<file path="config.mk">
export PLATFORM = sky130hd
export DESIGN_NAME = dma_channel
export DESIGN_NICKNAME = d
export VERILOG_FILES = /design/src/rtl/dma_channel.sv
export SDC_FILE = /design/constraint.sdc
export NUM_CORES = 1
export LEC_CHECK = 0
export ABC_AREA = 1
export BUFFER_PORTS_ARGS = -buffer_cell sky130_fd_sc_hd__buf_2
export CORE_MARGIN = 10
export CORE_UTILIZATION = 52
export CTS_CLUSTER_DIAMETER = 30
export DETAILED_ROUTE_END_ITERATION = 10
export PLACE_DENSITY = 0.75
export RECOVER_POWER = 50
export SYNTH_ARGS = -nofsm -noshare
export SYNTH_HDL_FRONTEND = slang
export SYNTH_SLANG_ARGS = --single-unit
</file>
<file path="constraint.sdc">
create_clock -name clk -period 3.7 [get_ports clk]
set_clock_uncertainty 0.15 [all_clocks]
set_input_delay 0.185 -clock clk [delete_from_list [all_inputs] [get_ports clk]]
set_output_delay 0.185 -clock clk [all_outputs]
set_load 0.03 [all_outputs]
</file>
<file path="src/rtl/dma_channel.sv">
`default_nettype none
// ============================================================================
// Module   : dma_channel
// Brief    : Single GBA-style DMA channel; bus master doing read/write copies.
// Revision : 1.0
// ============================================================================
module dma_channel #(
  parameter int          COUNT_WIDTH = 14,
  parameter logic [31:0] SRC_MASK    = 32'h0FFFFFFF,
  parameter logic [31:0] DST_MASK    = 32'h07FFFFFF
) (
  input  logic                   clk,
  input  logic                   rst,
  input  logic                   start,
  input  logic [31:0]            cfg_src,
  input  logic [31:0]            cfg_dst,
  input  logic [COUNT_WIDTH-1:0] cfg_count,
  input  logic                   cfg_word,
  input  logic [1:0]             cfg_src_ctl,
  input  logic [1:0]             cfg_dst_ctl,
  input  logic                   cfg_irq_en,
  output logic                   bus_req,
  input  logic                   bus_grant,
  output logic [31:0]            mem_addr,
  output logic [31:0]            mem_wdata,
  input  logic [31:0]            mem_rdata,
  output logic [1:0]             mem_width,
  output logic                   mem_read,
  output logic                   mem_write,
  input  logic                   mem_ok,
  output logic                   busy,
  output logic                   irq
);

  typedef enum logic [2:0] {
    S_IDLE    = 3'd0,
    S_REQ     = 3'd1,
    S_RD_ADDR = 3'd2,
    S_RD_DATA = 3'd3,
    S_WR      = 3'd4,
    S_DONE    = 3'd5
  } state_t;

  // Counter is one bit wider so a zero count can hold 2^COUNT_WIDTH.
  localparam logic [COUNT_WIDTH:0] c_full = {1'b1, {COUNT_WIDTH{1'b0}}};
  localparam logic [COUNT_WIDTH:0] c_one  = {{COUNT_WIDTH{1'b0}}, 1'b1};

  state_t                 r_state;
  state_t                 w_next;
  logic [31:0]            r_src;
  logic [31:0]            r_dst;
  logic [31:0]            r_data;
  logic [COUNT_WIDTH:0]   r_count;
  logic                   r_word;
  logic [1:0]             r_src_ctl;
  logic [1:0]             r_dst_ctl;
  logic                   r_irq_en;
  logic                   r_wr_first;
  logic                   w_wr_done;
  logic                   w_last;
  logic [1:0]             w_width;
  logic [31:0]            w_align;

  function automatic logic [31:0] f_step(input logic [31:0] a, input logic [1:0] ctl,
                                         input logic word);
    logic [31:0] d;
    d = word ? 32'd4 : 32'd2;
    case (ctl)
      2'd1:    return a - d;
      2'd2:    return a;
      default: return a + d;
    endcase
  endfunction

  assign w_align   = cfg_word ? 32'hFFFF_FFFC : 32'hFFFF_FFFE;
  assign w_width   = r_word ? 2'd2 : 2'd1;
  // The first WR cycle never completes, which covers both aligned and RMW memories.
  assign w_wr_done = (r_state == S_WR) && mem_ok && !r_wr_first;
  assign w_last    = (r_count == c_one);

  always_ff @(posedge clk or posedge rst) begin
    if (rst) begin
      r_state <= S_IDLE;
    end else begin
      r_state <= w_next;
    end
  end

  always_ff @(posedge clk or posedge rst) begin
    if (rst) begin
      r_src      <= '0;
      r_dst      <= '0;
      r_data     <= '0;
      r_count    <= '0;
      r_word     <= 1'b0;
      r_src_ctl  <= 2'd0;
      r_dst_ctl  <= 2'd0;
      r_irq_en   <= 1'b0;
      r_wr_first <= 1'b0;
    end else begin
      if (r_state == S_IDLE && start) begin
        r_src     <= cfg_src & SRC_MASK & w_align;
        r_dst     <= cfg_dst & DST_MASK & w_align;
        r_count   <= (cfg_count == '0) ? c_full : {1'b0, cfg_count};
        r_word    <= cfg_word;
        r_src_ctl <= cfg_src_ctl;
        r_dst_ctl <= cfg_dst_ctl;
        r_irq_en  <= cfg_irq_en;
      end
      if (r_state == S_RD_DATA && mem_ok) begin
        r_data     <= r_word ? mem_rdata : {16'h0000, mem_rdata[15:0]};
        r_wr_first <= 1'b1;
      end
      if (r_state == S_WR) begin
        r_wr_first <= 1'b0;
      end
      if (w_wr_done) begin
        r_src   <= f_step(r_src, r_src_ctl, r_word);
        r_dst   <= f_step(r_dst, r_dst_ctl, r_word);
        r_count <= r_count - c_one;
      end
    end
  end

  always_comb begin
    w_next    = r_state;
    bus_req   = 1'b0;
    busy      = (r_state != S_IDLE);
    irq       = 1'b0;
    mem_addr  = '0;
    mem_wdata = '0;
    mem_width = 2'd0;
    mem_read  = 1'b0;
    mem_write = 1'b0;
    case (r_state)
      S_IDLE: begin
        if (start) w_next = S_REQ;
      end
      S_REQ: begin
        bus_req = 1'b1;
        if (bus_grant) w_next = S_RD_ADDR;
      end
      S_RD_ADDR: begin
        bus_req   = 1'b1;
        mem_addr  = r_src;
        mem_read  = 1'b1;
        mem_width = w_width;
        w_next    = S_RD_DATA;
      end
      S_RD_DATA: begin
        bus_req   = 1'b1;
        mem_addr  = r_src;
        mem_read  = 1'b1;
        mem_width = w_width;
        if (mem_ok) w_next = S_WR;
      end
      S_WR: begin
        bus_req   = 1'b1;
        mem_addr  = r_dst;
        mem_wdata = r_data;
        mem_write = 1'b1;
        mem_width = w_width;
        if (w_wr_done) w_next = w_last ? S_DONE : S_RD_ADDR;
      end
      S_DONE: begin
        irq    = r_irq_en;
        w_next = S_IDLE;
      end
      default: w_next = S_IDLE;
    endcase
  end

endmodule
`default_nettype wire

</file>
==> metrics.cfg <==
[logic_synthesis]
ys.flop_type = dfrtp_1
yosysSeqAreaShare = 0.287
syn_nets = 1858
ys_types = 49
netlist_instances = 1725
synthesis.area_sq_mm = 0.0104
postSynthAreaPerCell_sq_um = 6.01
ys_ff_latch = 119
yosysWarnings = 0
synth_edf_count = 0
async_reset_ff_frac = 1.00

[timing]
rsz0062_at_grt = false
hold_viol = 0
max_freq_mhz = 301
timing.final.crit_share = 0.898
final-setup-viol-count = 0
tns_ns = 0
worst_pin_slew_ns = 2.31
setup_ws_ns = 0.376
report.final.slew_viol_count = 56
max_slew_margin = -0.542
min_period_ns = 3.32

[die]
die-area_sq_mm = 0.0260
ios = 192
rows = 51
die_h_um = 161
start_util = 0.531
core_sq_mm = 0.0195
die_width_um = 161

[critical_path]
rr_endpoint = r_count[1]
end_kind = flip-flop
crit_path_max_incr_delay_ns = 0.65
crit_type = reg2reg
rr_worst_depth = 8
path_cells = nor2_1, nand2_1, nor2_1, clkbuf_1, inv_1, nand2_1, o211ai_1, o21ai_0
start_kind = flip-flop
cp-startpoint = r_state[1]
reg2reg_from = r_state[1]
reg2reg_slack_ns = 0.38
cp_max_fo = 13
cpMaxStageDelayCell = nor2_1
cp.required_ns = 3.89
cp.arrival_ns = 3.51

[global_route]
antenna_found_initial = 6
grt_pass1_vias = 11919
grt_pass1_wl_um = 62800
overflow = 0
grt_usage = 0.298
grt_max_degree = 65

[cells_and_area]
num-nets-final = 2104
regArea_sq_mm = 0.00298
drive_gt1_frac = 0.122
fillers = 1887
multi_input_area_sq_mm = 0.00614
finalInstanceArea_sq_mm = 0.0129
area_growth_pct = 24.8
fin_util = 0.662

[placement]
dpl-instance-area_sq_mm = 0.0114
port-buffer-count = 179
pre_cts_ws_ns = 0.808
post-dp-hpwl_um = 28300
gp_congestion = 0.970

[run]
maxCapViolCount = 1

[cts]
htreeDepth = 4
cts_root_buffer = clkbuf_16
clockBufferDepth = 2
cts_tree = built
cts_resized = 0
cts.reportedPaths.clkPinSlew_ns = 0.06
cts_buffers = 17
clkLatencyLatePin_ns = 0.43
cts_sinks = 119

[status]
violations = capacitance limit, slew limit
status = finished with violations

[min_path]
hold_class = in2reg
hold_depth = 4
min_from = cfg_count[2]
min_to = r_count[2]

[pwr]
pwr_density_cell_mw_per_mm2 = 848
peakVddDrop_v = 0.000489
p_total_w = 0.0110
p_leak_nw = 6.81

[route]
num_vias = 12557
first_pass_iters = 6
ant_nets = 0
routedWlPerCell_um = 17.8
drc_errors = 0
vias_per_cell = 5.56
drtIter0Drc = 1321
routed_wl_um = 40100

through the flow:
step | hold slack, ns | instances
floorplan | 0.152 | 1725
global placement | 0.217 | 2119
detailed placement | 0.215 | 2119
CTS | 0.00693 | 2248
global route | 0.0334 | 2254
finish | 0.0138 | 2257
critical path, delay by kind of cell (launching register included):
family,cells,cell delay (ns)
buf+inv,2,1.05
compound gates,2,0.24
simple gates,4,1.39
flops,1,0.41
cell type report:
cell class                 instances  share of cell area
antenna                            9             0.00174
clock inverter                     8             0.00745
sequential                       119               0.230
tap                              265              0.0256
multi-input combinational       1305               0.475
timing repair buffer             292               0.154
inverter                         236              0.0687
clock buffer                      23              0.0377
layout by cell type (no fill, tap or decap), types with 11 or more instances in the layout:
cell | synthesis | final
nor2_1 | 224 | 222
nor2_2 | 10 | 11
inv_1 | 226 | 227
o211ai_1 | 13 | 13
ha_1 | 12 | 12
nand3_1 | 149 | 149
nand2_2 | 10 | 11
clkbuf_1 | 30 | 28
dlygate4sd3_1 | 0 | 98
a21oi_1 | 44 | 44
nand2_1 | 568 | 567
clkbuf_16 | 0 | 17
xor2_1 | 18 | 18
o22ai_1 | 44 | 44
o21ai_0 | 96 | 96
buf_2 | 16 | 154
a41oi_1 | 33 | 33
dfrtp_1 | 119 | 119
nand4_1 | 15 | 15
worst max-delay path by stage:
stage | to | slack, ns | depth (start not counted)
2_1_floorplan | r_count[0] | 0.21 | 1
6_report | r_count[1] | 0.38 | 8
3_3_place_gp | r_src[26] | 0.83 | 15
5_1_grt | r_count[1] | 0.25 | 8
3_5_place_dp | r_src[30] | 0.81 | 15
4_1_cts | r_dst[17] | 0.79 | 13
layer usage:
| layer | vias to the layer above | share of wire | GRT usage |
|---|---|---|---|
| li1 | 6065 | - | - |
| met1 | 5788 | 0.40 | 0.368 |
| met2 | 586 | 0.49 | 0.499 |
| met3 | 118 | 0.071 | 0.0493 |
| met4 | 0 | 0.039 | 0.139 |
| met5 | - | 0 | 0 |
report_power, final:
group	total [W]	internal, W	switching, W
Clock	0.00171	0.00106	0.000654
Sequential	0.00240	0.00189	0.000507
Combinational	0.00686	0.00199	0.00487
Total	0.0110	0.00493	0.00603
timing repair:
action                                 4_1_cts  5_1_grt
hold buffers                                98        0
endpoints found under the hold margin      152        0
buffers inserted                             0        0
cells in the mapped netlist, types with 2 or more instances:
cell type	instances	area, sq um
o21ai_1	9	45.0
nand3_2	4	40.0
nand2_2	10	62.6
buf_1	3	11.3
inv_2	8	30.0
a22oi_1	3	22.5
a21oi_1	44	220
o21bai_1	4	30.0
nand3_1	149	746
clkbuf_1	30	113
inv_1	226	848
buf_2	16	80.1
a22o_1	2	17.5
buf_4	6	45.0
nor2_1	224	841
o221ai_1	4	35.0
a211oi_1	2	15.0
nor2_2	10	62.6
or2_2	2	12.5
xnor2_1	2	17.5
and2_1	4	25.0
nand2_1	568	2130
and3_1	2	12.5
o22ai_1	44	275
o21ai_0	96	480
o211ai_1	13	97.6
nor3_1	9	45.0
nand4_1	15	93.8
dfrtp_1	119	2980
nand3b_1	6	45.0
xor2_1	18	158
a41oi_1	33	289
buf_6	9	101
ha_1	12	150
a31oi_1	3	18.8
a41o_1	3	30.0
sequential cells by signal (all words and copies together), names as in the netlist:
signal	count
r_src	31
r_dst_ctl	2
r_count	15
r_state	3
r_wr_first	1
r_dst	31
r_data	32
r_irq_en	1
r_src_ctl	2
r_word	1
kinds of logic after synthesis:
family                     after synthesis  synth area share
xor gates and xnor gates                20            0.0169
and+or+nand+nor                       1007             0.403
buffers and inverters                  301             0.121
DFF                                    119             0.287
AOI/OAI and AO/OA                      265             0.156
adders and majority gates               12            0.0145
other                                    1          0.000362
Power figures use the tool's default switching activity.
